[src/rtl/thor2022_seqnum_alloc.sv]
// Reorder-buffer sequence-number allocator: program-order sns per bucket, retire renumbering, flush stomp.
// Optional protocol checker enabled by defining THOR_SEQNUM_CHECK_EN.
module thor2022_seqnum_alloc #(
  parameter int REB_ENTRIES = 6,
  parameter int SNW         = 6
) (
  input  logic                        clk,
  input  logic                        rst,
  input  logic                        alloc0_v,
  input  logic [2:0]                  alloc0_slot,
  input  logic                        alloc1_v,
  input  logic [2:0]                  alloc1_slot,
  input  logic                        retire0_v,
  input  logic [2:0]                  retire0_slot,
  input  logic                        retire1_v,
  input  logic [2:0]                  retire1_slot,
  input  logic                        flush_v,
  input  logic [2:0]                  flush_slot,
  output logic [7:0][SNW-1:0]         sns,
  output logic [REB_ENTRIES-1:0]      live,
  output logic [7:0]                  stomp,
  output logic [2:0]                  count,
  output logic                        full,
  output logic                        busy,
  output logic                        err
);

  localparam logic [SNW-1:0] NONE = '1;
  localparam logic [2:0]     NENT = 3'(REB_ENTRIES);

  typedef enum logic {IDLE, STOMP} state_t;

  state_t         state, state_n;
  logic [SNW-1:0] sq [8];
  logic [SNW-1:0] sq_n [8];
  logic [SNW-1:0] sr [8];
  logic [7:0]     live_q, live_n, lr;
  logic [7:0]     stomp_q, stomp_n;
  logic [2:0]     cnt_q, cnt_n, cr;
  logic           ret0, ret1;
  logic [1:0]     nret;
  logic           flush_ok, a0_ok, a1_ok;
  logic [SNW-1:0] fsn;

  always_ff @(posedge clk or posedge rst) begin
    if (rst) state <= IDLE;
    else     state <= state_n;
  end

  always_comb begin
    state_n = IDLE;
    if (state == IDLE && flush_ok) state_n = STOMP;
  end

  always_comb begin
    busy = (state == STOMP);
  end

  // Retire renumbers first; flush and alloc then see the post-retire view.
  always_comb begin
    ret0 = retire0_v;
    ret1 = retire0_v & retire1_v;
    nret = {1'b0, ret0} + {1'b0, ret1};
    sr   = sq;
    lr   = live_q;
    for (int i = 0; i < REB_ENTRIES; i++) begin
      if (live_q[i]) begin
        if ((ret0 && retire0_slot == 3'(i)) ||
            (ret1 && retire1_slot == 3'(i))) begin
          sr[i] = NONE;
          lr[i] = 1'b0;
        end else begin
          sr[i] = sq[i] - SNW'(nret);
        end
      end
    end
    cr = cnt_q - {1'b0, nret};
  end

  always_comb begin
    sq_n     = sr;
    live_n   = lr;
    cnt_n    = cr;
    stomp_n  = '0;
    a0_ok    = 1'b0;
    a1_ok    = 1'b0;
    fsn      = sr[flush_slot];
    flush_ok = (state == IDLE) && flush_v && lr[flush_slot];
    if (flush_ok) begin
      for (int i = 0; i < REB_ENTRIES; i++) begin
        if (lr[i] && sr[i] > fsn) begin
          stomp_n[i] = 1'b1;
          sq_n[i]    = NONE;
          live_n[i]  = 1'b0;
        end
      end
      cnt_n = fsn[2:0] + 3'd1;
    end else if (state == IDLE) begin
      a0_ok = alloc0_v && alloc0_slot < NENT &&
              !live_n[alloc0_slot] && cnt_n < NENT;
      if (a0_ok) begin
        sq_n[alloc0_slot]   = SNW'(cnt_n);
        live_n[alloc0_slot] = 1'b1;
        cnt_n               = cnt_n + 3'd1;
      end
      a1_ok = alloc0_v && alloc1_v && alloc1_slot < NENT &&
              !live_n[alloc1_slot] && cnt_n < NENT;
      if (a1_ok) begin
        sq_n[alloc1_slot]   = SNW'(cnt_n);
        live_n[alloc1_slot] = 1'b1;
        cnt_n               = cnt_n + 3'd1;
      end
    end
  end

  always_ff @(posedge clk or posedge rst) begin
    if (rst) begin
      for (int i = 0; i < 8; i++) sq[i] <= NONE;
      live_q  <= '0;
      stomp_q <= '0;
      cnt_q   <= '0;
    end else begin
      sq      <= sq_n;
      live_q  <= live_n;
      stomp_q <= stomp_n;
      cnt_q   <= cnt_n;
    end
  end

`ifdef THOR_SEQNUM_CHECK_EN
  logic err_q, viol;
  logic a1_full;

  always_comb begin
    a1_full = (cr + {2'b0, a0_ok}) >= NENT;
    viol = (retire0_v && sq[retire0_slot] != '0) ||
           (ret1 && sq[retire1_slot] != SNW'(1)) ||
           (retire1_v && !retire0_v) ||
           (alloc1_v && !alloc0_v) ||
           (flush_v && (state == STOMP || !lr[flush_slot])) ||
           (state == IDLE && !flush_ok && alloc0_v &&
            (lr[alloc0_slot] || cr == NENT)) ||
           (state == IDLE && !flush_ok && alloc0_v && alloc1_v &&
            (lr[alloc1_slot] || a1_full));
  end

  always_ff @(posedge clk or posedge rst) begin
    if (rst) err_q <= 1'b0;
    else     err_q <= err_q | viol;
  end

  assign err = err_q;
`else
  assign err = 1'b0;
`endif

  always_comb begin
    for (int i = 0; i < 8; i++) sns[i] = (i < REB_ENTRIES) ? sq[i] : NONE;
  end

  assign live  = live_q[REB_ENTRIES-1:0];
  assign stomp = stomp_q;
  assign count = cnt_q;
  assign full  = (cnt_q == NENT);

endmodule

[config.mk]
export PLATFORM = sky130hd
export DESIGN_NAME = thor2022_seqnum_alloc
export DESIGN_NICKNAME = d
export VERILOG_FILES = /design/src/rtl/thor2022_seqnum_alloc.sv
export SDC_FILE = /design/constraint.sdc
export NUM_CORES = 1
export LEC_CHECK = 0
export CORE_MARGIN = 4
export CORE_UTILIZATION = 48
export CTS_CLUSTER_DIAMETER = 100
export CTS_CLUSTER_SIZE = 12
export DETAILED_ROUTE_END_ITERATION = 6
export HOLD_SLACK_MARGIN = 0.08
export PLACE_DENSITY = 0.82
export SLEW_MARGIN = 0
export SYNTH_ARGS = -nofsm -noshare
export SYNTH_HDL_FRONTEND = slang
export SYNTH_SLANG_ARGS = --single-unit
[constraint.sdc]
create_clock -name clk -period 4.6 [get_ports clk]
set_clock_uncertainty 0.05 [all_clocks]
set_input_delay 0.92 -clock clk [delete_from_list [all_inputs] [get_ports clk]]
set_output_delay 0.92 -clock clk [all_outputs]
set_load 0.005 [all_outputs]
==> results.py <==
metrics = {
    "outcome": {
        "status": "completed",
    },
    "sta": {
        "post-route-period-util_pct": 99.9,
        "setup_tns_ps": 0,
        "slew_headroom_pct": 52.5,
        "rsz0062_at_grt": "yes",
        "finalMaxSlewViolations": 0,
        "fin_ws_ps": 5.46,
        "worst_pin_slew_ps": 695,
        "hold_ws_ps": 314,
        "fin_crit_ps": 4590,
        "setup_viol": 0,
        "fmax_mhz": 218,
        "hold_viol": 0,
    },
    "routing": {
        "wl_per_cell_um": 21.7,
        "first_pass_iters": 5,
        "drcViolationCount": 0,
        "via_count": 7082,
        "dr.first_iter.drc_count": 707,
        "viasPerCell": 6.14,
        "routed_wl_mm": 25.1,
        "antenna_left": 0,
    },
    "layout": {
        "layout-drive-gt1-share_pct": 41.8,
        "final_area_um2": 9550,
        "n_antenna_cell": 0,
        "mostFrequentLayoutCells": "210 x buf_4, 67 x clkdlybuf4s50_1, 59 x nand2_1, 48 x dfstp_2, 45 x inv_1",
        "finish.utilization_pct": 71.6,
        "syn_to_final_growth_pct": 45.0,
        "final_common_cell": "buf_4",
        "finish.net_count": 1048,
    },
    "synth": {
        "ys_warn_count": 0,
        "syn-cell-area_um2": 6590,
        "synth_cells": 752,
        "yosysSeqAreaShare_pct": 26.0,
        "synth_edf_count": 0,
        "ys.flop_type": "dfstp_2",
        "yosysUniqueCellTypes": 77,
        "avgSynthCellArea_um2": 8.76,
        "yosys_register_bits": 66,
        "synthArstFlopShare_pct": 100,
    },
    "clock_tree": {
        "cts_tree": "built",
        "htree_levels": 3,
        "cts_root_buf": "clkbuf_16",
        "clkTransAtPathRegs_ps": 50,
        "ctsHoldBuffers": 0,
        "clock-sinks": 66,
        "clockBufferDepth": 2,
        "cts_buffers": 9,
        "insertion_delay_ps": 350,
    },
    "power": {
        "ir_drop_mv": 0.431,
        "p_leak_nw": 4.26,
        "power_frac_comb_pct": 71.7,
        "intPower_w": 0.00363,
        "sw_frac_of_total_pct": 43.2,
        "seqPwrFrac_pct": 18.3,
        "clkPwrFrac_pct": 10.0,
        "switchingPower_w": 0.00277,
        "powerDensity_nw_per_um2": 670,
    },
    "critical_path": {
        "startpoint_type": "input port",
        "r2r_cells": 16,
        "slowest_stage": "or4_4",
        "cp.arrival_ps": 4830,
        "rr_endpoint": "sns[34]$_DFF_PP1_",
        "worstReg2RegStart": "sns[31]$_DFF_PP1_",
        "critPathKind": "input port to flip-flop",
        "cpPeakStageDelay_ps": 520,
        "crit_chain": "buf_8, buf_6, nand2_8, ha_4, nor2b_4, or4_4, nor3_4, xnor2_1, nand2_1, mux4_2, mux2i_4, ha_4, and3_4, o21ai_2, or4_1, o211ai_1, o211ai_1, or2_4, o21ai_1",
        "rrSetupSlack_ps": 320,
        "worstPathMaxFanout": 7,
        "cp.required_ps": 4830,
        "worstSetupEndpointType": "flip-flop",
        "cpLargestDelayFamily": "simple AND/OR/NAND/NOR gates",
        "critPathBufInv": 2,
    },
    "grt": {
        "overflow": 0,
        "grt_pass1_vias": 6827,
        "antenna_found_initial": 0,
        "grt_max_degree": 43,
        "track_usage_pct": 30.0,
        "grt_pass1_wl_mm": 36.9,
    },
    "floorplanning": {
        "start_util_pct": 49.4,
        "core_area_um2": 13300,
        "fp.dieArea_um2": 15700,
        "ioPinCount": 90,
        "die_w_um": 125,
        "fp.dieH_um": 125,
        "rows": 42,
    },
    "hold_path": {
        "worstHoldStart": "sq[5]$_DFFE_PP1P_",
        "holdPathEnd": "sq[5]$_DFFE_PP1P_",
        "hold_path.class": "flip-flop to flip-flop",
        "worstHoldPathCells": 0,
    },
    "placed_design": {
        "dp_slack_ps": -973,
        "dp_hpwl_mm": 18.7,
        "port_buffers": 74,
        "placedInstanceArea_um2": 8580,
        "gp_congestion": 1.00,
    },
    "flow_run": {
        "maxCapViolCount": 0,
    },
}
kinds of logic (layout without fill, tap and decap cells):
kind of cell	Yosys count	count (layout)	synth area share [%]
adders and majority gates	55	55	11.2
and+or+nand+nor	222	222	18.0
other	2	15	0.114
muxes	25	25	5.94
buffers and inverters	148	361	12.1
DFF	66	66	26.0
AOI/OAI and AO/OA	209	209	23.4
xor gates and xnor gates	25	25	3.32
state kept, by name, indices dropped and copies added, names as in the netlist:
name    cells
live_q      8
busy        1
sns        36
stomp       6
sq         12
count       3
power by group through the flow:
stage	clock, W	combinational (W)	sequential [W]
2_1_floorplan	0	0.00225	0.00103
3_3_place_gp	0	0.00380	0.00114
3_5_place_dp	0	0.00386	0.00115
4_1_cts	0.000649	0.00417	0.00114
5_1_grt	0.000677	0.00489	0.00119
6_report	0.000643	0.00459	0.00117
per-stage QoR:
| stage | instances | power [W] |
|---|---|---|
| after floorplan | 765 | 0.00328 |
| after global placement | 1113 | 0.00494 |
| after detailed placement | 1113 | 0.00501 |
| after CTS | 1146 | 0.00596 |
| after global routing | 1154 | 0.00676 |
| final | 1154 | 0.00640 |
cells in the mapped netlist, types with 4 or more instances:
library cell / count / area [µm²]
a211oi_1: 5 / 37.5
a21o_1: 12 / 90.1
a21oi_1: 20 / 100
a22oi_1: 9 / 67.6
a31oi_1: 10 / 62.6
and2_1: 6 / 37.5
and3_1: 9 / 56.3
buf_4: 60 / 450
clkbuf_1: 34 / 128
dfrtp_1: 18 / 450
dfstp_2: 48 / 1260
fa_1: 7 / 140
ha_1: 46 / 576
inv_1: 48 / 180
mux2i_1: 11 / 110
mux4_2: 11 / 248
nand2_1: 63 / 236
nand2b_1: 11 / 68.8
nand3_1: 16 / 80.1
nor2_1: 36 / 135
nor2b_1: 15 / 93.8
nor3_1: 18 / 90.1
nor3b_1: 9 / 67.6
nor4bb_1: 4 / 40.0
o2111ai_1: 10 / 87.6
o211a_1: 5 / 50.1
o211ai_1: 16 / 120
o21a_1: 18 / 135
o21ai_0: 35 / 175
o21ai_1: 5 / 25.0
o21ai_2: 6 / 52.6
o221ai_1: 9 / 78.8
o22ai_1: 15 / 93.8
or2_2: 6 / 37.5
or4_1: 5 / 37.5
xnor2_1: 18 / 158
xor2_1: 7 / 61.3
worst max path at each step:
stage	startpoint	endpoint	slack [ps]	cells after the start
6_report	retire0_v	sns[34]$_DFF_PP1_	5	19
3_3_place_gp	retire0_v	sns[12]$_DFF_PP1_	-900	22
4_1_cts	retire1_v	sns[31]$_DFF_PP1_	0.1	22
5_1_grt	retire1_slot[0]	sns[34]$_DFF_PP1_	-90	18
3_5_place_dp	retire0_v	sns[22]$_DFF_PP1_	-970	21
2_1_floorplan	retire0_v	sns[31]$_DFF_PP1_	2	19
routing by layer:
| layer | GRT usage (%) | routed length [µm] | vias up |
|---|---|---|---|
| li1 | - | - | 3125 |
| met1 | 38.2 | 9580 | 3375 |
| met2 | 48.1 | 11600 | 450 |
| met3 | 5.50 | 2270 | 132 |
| met4 | 17.1 | 1640 | 0 |
| met5 | 0 | 0 | - |
final cells by class:
type,instances,area [µm²]
multi-input cells,551,4660
clock inverters,5,31.3
well taps,176,220
repair buffers,297,2500
inverters,48,184
clock buffers,11,243
fillers,979,3790
flip-flops and latches,66,1710
what timing repair did:
| item | 4_1_cts | 5_1_grt |
|---|---|---|
| endpoints found under the setup margin | 48 | 47 |
| pin swaps | 17 | 36 |
| buffers inserted | 17 | 10 |
| cloned | 0 | 0 |
| gates resized for setup | 56 | 70 |
(Power assumes the default switching activity.)
